## src/rtl/axi4_slave_pkg.sv

```systemverilog
// Shared AXI4 slave types: response encoding and the response-scheduler FSM states.
package axi4_slave_pkg;

  typedef enum logic [1:0] {
    OKAY   = 2'b00,
    EXOKAY = 2'b01,
    SLVERR = 2'b10,
    DECERR = 2'b11
  } resp_t;

  typedef enum logic [0:0] {
    B_IDLE  = 1'b0,
    B_VALID = 1'b1
  } bsched_state_t;

  // A decode error outranks a slave error; EXOKAY is never produced here.
  function automatic resp_t resp_encode(input logic decerr, input logic slverr);
    resp_t r;
    if (decerr) begin
      r = DECERR;
    end else if (slverr) begin
      r = SLVERR;
    end else begin
      r = OKAY;
    end
    return r;
  endfunction

endpackage

```

## src/rtl/axi4_slave_resp_queue.sv

```systemverilog
// Storage for outstanding write responses: {id, decerr, slverr} per entry.
// Write port fills a fresh entry on AW, update port records slverr on wlast.
// The read port looks at the post-update contents so the scheduler can load
// an entry that is being written or completed in the same cycle.
module axi4_slave_resp_queue
  import axi4_slave_pkg::*;
#(
  parameter int ID_WIDTH = 4,
  parameter int DEPTH    = 4
) (
  input  logic                       clk,
  input  logic                       rst,
  input  logic                       wr_en,
  input  logic [$clog2(DEPTH)-1:0]   wr_idx,
  input  logic [ID_WIDTH-1:0]        wr_id,
  input  logic                       wr_decerr,
  input  logic                       up_en,
  input  logic [$clog2(DEPTH)-1:0]   up_idx,
  input  logic                       up_slverr,
  input  logic [$clog2(DEPTH)-1:0]   rd_idx,
  output logic [ID_WIDTH-1:0]        rd_id,
  output resp_t                      rd_resp
);

  logic [ID_WIDTH-1:0] id_q     [DEPTH];
  logic [ID_WIDTH-1:0] id_d     [DEPTH];
  logic                decerr_q [DEPTH];
  logic                decerr_d [DEPTH];
  logic                slverr_q [DEPTH];
  logic                slverr_d [DEPTH];

  // Next array contents; the update port is applied last so a same-cycle
  // push and completion of one slot keeps the new slverr.
  always_comb begin
    id_d     = id_q;
    decerr_d = decerr_q;
    slverr_d = slverr_q;
    if (wr_en) begin
      id_d[wr_idx]     = wr_id;
      decerr_d[wr_idx] = wr_decerr;
      slverr_d[wr_idx] = 1'b0;
    end else begin
      id_d[wr_idx]     = id_q[wr_idx];
    end
    if (up_en) begin
      slverr_d[up_idx] = up_slverr;
    end else begin
      slverr_d[up_idx] = slverr_d[up_idx];
    end
  end

  // Entry storage registers.
  always_ff @(posedge clk or negedge rst) begin
    if (!rst) begin
      for (int i = 0; i < DEPTH; i++) begin
        id_q[i]     <= '0;
        decerr_q[i] <= 1'b0;
        slverr_q[i] <= 1'b0;
      end
    end else begin
      id_q     <= id_d;
      decerr_q <= decerr_d;
      slverr_q <= slverr_d;
    end
  end

  assign rd_id   = id_d[rd_idx];
  assign rd_resp = resp_encode(decerr_d[rd_idx], slverr_d[rd_idx]);

endmodule

```

## src/rtl/axi4_slave_bresp_scheduler.sv

```systemverilog
// AXI4 slave B-channel scheduler: tracks outstanding writes in AW order,
// marks them complete on wlast, and issues one B response per burst.
module axi4_slave_bresp_scheduler
  import axi4_slave_pkg::*;
#(
  parameter int ID_WIDTH = 4,
  parameter int DEPTH    = 4
) (
  input  logic                     clk,
  input  logic                     rst,
  input  logic                     aw_push,
  input  logic [ID_WIDTH-1:0]      aw_id,
  input  logic                     aw_decerr,
  input  logic                     w_done,
  input  logic                     w_slverr,
  input  logic                     bready,
  output logic                     bvalid,
  output logic [ID_WIDTH-1:0]      bid,
  output logic [1:0]               bresp,
  output logic                     aw_full,
  output logic [$clog2(DEPTH):0]   outstanding,
  output logic [1:0]               err_sticky
);

  localparam int PTR_W = $clog2(DEPTH) + 1;
  localparam int IDX_W = $clog2(DEPTH);
  localparam logic [PTR_W-1:0] PTR_ONE   = {{(PTR_W-1){1'b0}}, 1'b1};
  localparam logic [PTR_W-1:0] PTR_DEPTH = PTR_W'(DEPTH);

  // Pointers carry one extra MSB so full and empty are distinguishable.
  logic [PTR_W-1:0] wr_ptr_q, wr_ptr_d;
  logic [PTR_W-1:0] dn_ptr_q, dn_ptr_d;
  logic [PTR_W-1:0] rd_ptr_q, rd_ptr_d;
  logic [1:0]       err_q, err_d;

  bsched_state_t       state_q, state_d;
  logic                bvalid_q, bvalid_d;
  logic [ID_WIDTH-1:0] bid_q, bid_d;
  resp_t               bresp_q, bresp_d;

  logic [PTR_W-1:0]    outstanding_s;
  logic [PTR_W-1:0]    completed_s;
  logic [PTR_W-1:0]    completed_next_s;
  logic [PTR_W-1:0]    open_s;
  logic                full_s;
  logic                push_ok_s;
  logic                w_ok_s;
  logic                b_hs_s;
  logic [ID_WIDTH-1:0] q_rd_id_s;
  resp_t               q_rd_resp_s;

  assign outstanding_s    = wr_ptr_q - rd_ptr_q;
  assign completed_s      = dn_ptr_q - rd_ptr_q;
  assign open_s           = wr_ptr_q - dn_ptr_q;
  assign full_s           = (outstanding_s == PTR_DEPTH);
  assign push_ok_s        = aw_push & ~full_s;
  assign w_ok_s           = w_done & ((open_s != '0) | push_ok_s);
  assign b_hs_s           = bvalid_q & bready;
  assign completed_next_s = dn_ptr_d - rd_ptr_d;

  // Pointer advance and sticky protocol-error capture.
  always_comb begin
    err_d = err_q;
    if (push_ok_s) begin
      wr_ptr_d = wr_ptr_q + PTR_ONE;
    end else begin
      wr_ptr_d = wr_ptr_q;
    end
    if (w_ok_s) begin
      dn_ptr_d = dn_ptr_q + PTR_ONE;
    end else begin
      dn_ptr_d = dn_ptr_q;
    end
    if (b_hs_s) begin
      rd_ptr_d = rd_ptr_q + PTR_ONE;
    end else begin
      rd_ptr_d = rd_ptr_q;
    end
    if (aw_push && full_s) begin
      err_d[0] = 1'b1;
    end else begin
      err_d[0] = err_q[0];
    end
    if (w_done && !w_ok_s) begin
      err_d[1] = 1'b1;
    end else begin
      err_d[1] = err_q[1];
    end
  end

  // B-channel FSM: loads the head entry and holds it until bready; chains
  // straight into the next completed entry to avoid a bubble.
  always_comb begin
    state_d  = state_q;
    bvalid_d = bvalid_q;
    bid_d    = bid_q;
    bresp_d  = bresp_q;
    case (state_q)
      B_IDLE: begin
        if (completed_s != '0) begin
          state_d  = B_VALID;
          bvalid_d = 1'b1;
          bid_d    = q_rd_id_s;
          bresp_d  = q_rd_resp_s;
        end else begin
          state_d  = B_IDLE;
          bvalid_d = 1'b0;
        end
      end
      B_VALID: begin
        if (bready) begin
          if (completed_next_s != '0) begin
            state_d  = B_VALID;
            bvalid_d = 1'b1;
            bid_d    = q_rd_id_s;
            bresp_d  = q_rd_resp_s;
          end else begin
            state_d  = B_IDLE;
            bvalid_d = 1'b0;
          end
        end else begin
          state_d  = B_VALID;
          bvalid_d = 1'b1;
        end
      end
      default: begin
        state_d  = B_IDLE;
        bvalid_d = 1'b0;
      end
    endcase
  end

  // Pointer, error and B-output registers.
  always_ff @(posedge clk or negedge rst) begin
    if (!rst) begin
      wr_ptr_q <= '0;
      dn_ptr_q <= '0;
      rd_ptr_q <= '0;
      err_q    <= 2'b00;
      state_q  <= B_IDLE;
      bvalid_q <= 1'b0;
      bid_q    <= '0;
      bresp_q  <= OKAY;
    end else begin
      wr_ptr_q <= wr_ptr_d;
      dn_ptr_q <= dn_ptr_d;
      rd_ptr_q <= rd_ptr_d;
      err_q    <= err_d;
      state_q  <= state_d;
      bvalid_q <= bvalid_d;
      bid_q    <= bid_d;
      bresp_q  <= bresp_d;
    end
  end

  axi4_slave_resp_queue #(
    .ID_WIDTH (ID_WIDTH),
    .DEPTH    (DEPTH)
  ) u_queue (
    .clk       (clk),
    .rst       (rst),
    .wr_en     (push_ok_s),
    .wr_idx    (wr_ptr_q[IDX_W-1:0]),
    .wr_id     (aw_id),
    .wr_decerr (aw_decerr),
    .up_en     (w_ok_s),
    .up_idx    (dn_ptr_q[IDX_W-1:0]),
    .up_slverr (w_slverr),
    .rd_idx    (rd_ptr_d[IDX_W-1:0]),
    .rd_id     (q_rd_id_s),
    .rd_resp   (q_rd_resp_s)
  );

  assign bvalid      = bvalid_q;
  assign bid         = bid_q;
  assign bresp       = bresp_q;
  assign aw_full     = full_s;
  assign outstanding = outstanding_s;
  assign err_sticky  = err_q;

endmodule
```

## config.mk

```make
export PLATFORM = sky130hd
export DESIGN_NAME = axi4_slave_bresp_scheduler
export DESIGN_NICKNAME = d
export VERILOG_FILES = /design/src/rtl/axi4_slave_pkg.sv /design/src/rtl/axi4_slave_resp_queue.sv /design/src/rtl/axi4_slave_bresp_scheduler.sv
export SDC_FILE = /design/constraint.sdc
export NUM_CORES = 1
export LEC_CHECK = 0
export CAP_MARGIN = 15
export CORE_MARGIN = 10
export CORE_UTILIZATION = 25
export CTS_CLUSTER_SIZE = 14
export DETAILED_ROUTE_END_ITERATION = 8
export HOLD_SLACK_MARGIN = 0.05
export PLACE_DENSITY = 0.49
export RECOVER_POWER = 100
export SYNTH_ARGS = -nofsm -noshare
export SYNTH_HDL_FRONTEND = slang
export SYNTH_HIERARCHICAL = 1
export SYNTH_SLANG_ARGS = --single-unit
```

## constraint.sdc

```tcl
create_clock -name clk -period 5.45 [get_ports clk]
set_clock_uncertainty 0.1 [all_clocks]
set_input_delay 0.8175 -clock clk [delete_from_list [all_inputs] [get_ports clk]]
set_output_delay 0.8175 -clock clk [all_outputs]
set_load 0.01 [all_outputs]
```

==> reports/metrics.csv <==
stage,metric,value,unit
synth,Synth area leader,dfrtp_1,
timing,TNS Setup,0,ps
timing,Worst slew margin,-0.541,
finish,share of post-route cells with drive strength above 1,0.164,
synth,Avg Inst Size Synth,12.8,sq um
routing,Detailed Route Iter0 Violations,21,
synth,syn_nets,215,
clock_tree,CTS HTree Levels,2,
synth,register area share after synthesis,0.427,
finish,Synth-to-Final Area Change,15.3,%
global_route,GRT Util Overall,0.0772,
global_route,global-route wire length before repair,8780,um
die,die width,119,um
synth,Post-Syn Instances,193,
routing,wire per inst,15.0,um
routing,DR vias/cell,4.36,
worst_setup_path,family with the most delay on the worst path,compound AO/OA/AOI/OAI gates,
timing,fin crit share,0.866,
synth,Post-Syn Area,0.00246,sq mm
routing,Routed WL,5310,um
global_route,number of global-route vias before repair,1651,
routing,Post-route DRC,0,
power,P_leak,1.18,nW
timing,# setup viols final,0,
clock_tree,CTS tree,yes,
worst_setup_path,Worst EP required,5550,ps
synth,top-count cell post-synth,dfrtp_1,
timing,Max Freq,0.212,GHz
synth,library cells used by synthesis,54,
outcome,outcome,finished with violations,
clock_tree,Clk Tree Root Cell,clkbuf_8,
global_route,gr ovfl total,0,
worst_setup_path,max incr delay on CP,970,ps
clock_tree,Max Root-Sink Buffers,2,
global_route,largest net degree at the start of global routing,43,
timing,max-slew violation count,43,
synth,Adder-Cell Fraction of Synth Area,0.0590,
worst_setup_path,Arrival @ worst endpoint,4820,ps
clock_tree,"Clk Latency, worst-skew pair",300,ps
synth,Post-Synth Simple-Gate Area,0.126,
die,Site Rows,36,
place,IO buf count,23,
worst_setup_path,Worst path slowest cell,o41ai_1,
worst_setup_path,crit start category,flip-flop,
synth,main combinational cell family by area after synthesis,multiplexers,
die,Initial Util,0.254,
synth,Synth area leaders,"dfrtp_1, mux2_2, ha_1",
clock_tree,CTS Sinks,42,
synth,"FF+latch count, synth",42,
finish,Filler cells,1009,
synth,"EDFF count, synth",0,
worst_setup_path,"Max FO, Critical Path",11,
run,maxcap violations,1,
clock_tree,"CTS clk-pin slew, worst paths",100,ps
synth,most frequent cells after synthesis,"dfrtp_1, mux2_2, inv_1, ha_1, nand2_1",
place,GP Congestion,0.762,
finish,multi-input logic area,0.00125,sq mm
die,Die Ht,119,um
die,full die area,0.0142,sq mm
routing,post-route ant nets,0,
place,Placement Cell Area,0.00283,sq mm
worst_setup_path,Worst Setup End Kind,flip-flop,
finish,# diodes,0,
synth,share of the synthesized area in the top cell type,0.427,
clock_tree,CTS Buf Count,5,
worst_setup_path,Setup Crit Path Kind,flip-flop to flip-flop,
die,IO Count,24,
hold_path,Hold Path Class,flip-flop to flip-flop,
timing,Least-Margin Pin Slew,2310,ps
synth,post-synthesis xor/xnor area fraction,0.0656,
synth,multiplexer share of the synthesized area,0.197,
routing,first drt pass iteration count,4,
synth,post-synthesis compound-gate area fraction,0.0910,
worst_setup_path,CP Cell Sequence,inv_1 -> ha_1 -> fa_1 -> xnor3_1 -> o21ai_4 -> inv_1 -> nand3b_1 -> and3_1 -> o41ai_1 -> mux2i_2 -> mux2i_1 -> o211ai_1 -> mux2_4,
routing,total number of vias,1540,
finish,sequential cell area,0.00105,sq mm
timing,RSZ-0062 raised after global routing,false,
worst_setup_path,WP buf/inv,2,
worst_setup_path,most frequent CP cell,inv_1,
die,Core ar.,0.00968,sq mm
outcome,failing checks,"max-capacitance violations, max-slew violations",
finish,cell area after layout,0.00284,sq mm
timing,fin crit period,4720,ps
clock_tree,# hold bufs at CTS,0,
synth,Synth Warn #,6,
timing,final hold viol count,0,
place,Post-DP HPWL,3800,um
synth,ys flop type,dfrtp_1,
synth,asr flop ratio synth,1.00,
power,Cell Pwr Density,723,mW/mm^2
clock_tree,Post-CTS Setup Bufs,0,
clock_tree,Post-CTS Resized,0,
timing,Hold Worst Slack,358,ps
global_route,initial antenna violation count,0,
finish,fin nets,241,
power,Max IR drop VDD,245,uV
worst register-to-register path, stage by stage (launching register included):
cell and delay, ps:
dfrtp_1 580, inv_1 120, ha_1 220, fa_1 360, xnor3_1 470, o21ai_4 110, inv_1 210, nand3b_1 400
and3_1 350, o41ai_1 970, mux2i_2 160, mux2i_1 180, o211ai_1 110, mux2_4 280
where the power goes:
group / switching [mW] / total (mW) / internal, mW
combinational: 0.599 / 1.23 / 0.636
sequential: 0.128 / 0.601 / 0.473
clock: 0.125 / 0.217 / 0.0927
stage by stage:
stage / power [mW] / util / setup slack (ps) / cells
final: 2.05 / 0.293 / 730 / 353
after global routing: 2.25 / 0.293 / 452 / 353
after detailed placement: 2.03 / 0.293 / 1150 / 345
after floorplan: 1.65 / - / 1630 / 193
after global placement: 2.02 / 0.293 / 1240 / 345
after CTS: 2.25 / 0.302 / 1120 / 353
layout by cell type (no fill, tap or decap), types with 5 or more instances in the layout:
cell             Yosys  layout
nand3_1              5       5
clkdlybuf4s50_1      0       8
dfrtp_1             42      42
mux2_1               1      16
nor2_1               6       6
xnor2_1              8       8
nand2_1             10      10
mux2_2              20       9
ha_1                10      10
nor2b_1              5       5
dlygate4sd3_1        0      14
clkbuf_8             0       5
inv_1               12      13
layout make-up:
| class | count | area share |
|---|---|---|
| Clock buffer | 5 | 0.0243 |
| Multi-Input combinational cell | 133 | 0.440 |
| Inverter | 13 | 0.0172 |
| Tap cell | 133 | 0.0586 |
| Sequential cell | 42 | 0.370 |
| Timing Repair Buffer | 24 | 0.0802 |
| Clock inverter | 3 | 0.00882 |
path summary, 6_finish.rpt:
| check | start | to | slack (ps) | depth (start not counted) |
|---|---|---|---|---|
| setup / recovery | wr_ptr_q[0] | bresp[1] | 730 | 13 |
| hold / removal | err_sticky[0] | err_sticky[0] | 360 | 1 |
| setup reg to reg | wr_ptr_q[0] | bresp[1] | 730 | 13 |
| hold reg to reg | err_sticky[0] | err_sticky[0] | 360 | 1 |
| max in group asynchronous | rst | wr_ptr_q[1] | 2840 | 1 |
| min in group asynchronous | rst | u_queue/id_q[1] | 1100 | 1 |
state kept, by name, indices dropped and copies added (netlist names):
signal,cells
bvalid,1
u_queue/decerr_q,4
u_queue/id_q,16
bid,4
bresp,2
err_sticky,2
u_queue/slverr_q,4
dn_ptr_q,3
wr_ptr_q,3
rd_ptr_q,3
cells by family after synthesis:
family | count (synthesis)
compound gates | 22
buf+inv | 18
mux | 37
flops | 42
fa+ha+maj | 11
xor+xnor | 15
simple gates | 48
routing by layer:
metal	global-route usage	routed length, um
met5	0	0
met4	0.0305	75
met3	0.0208	203
met2	0.129	2590
met1	0.0924	2430
(Power assumes the default switching activity.)
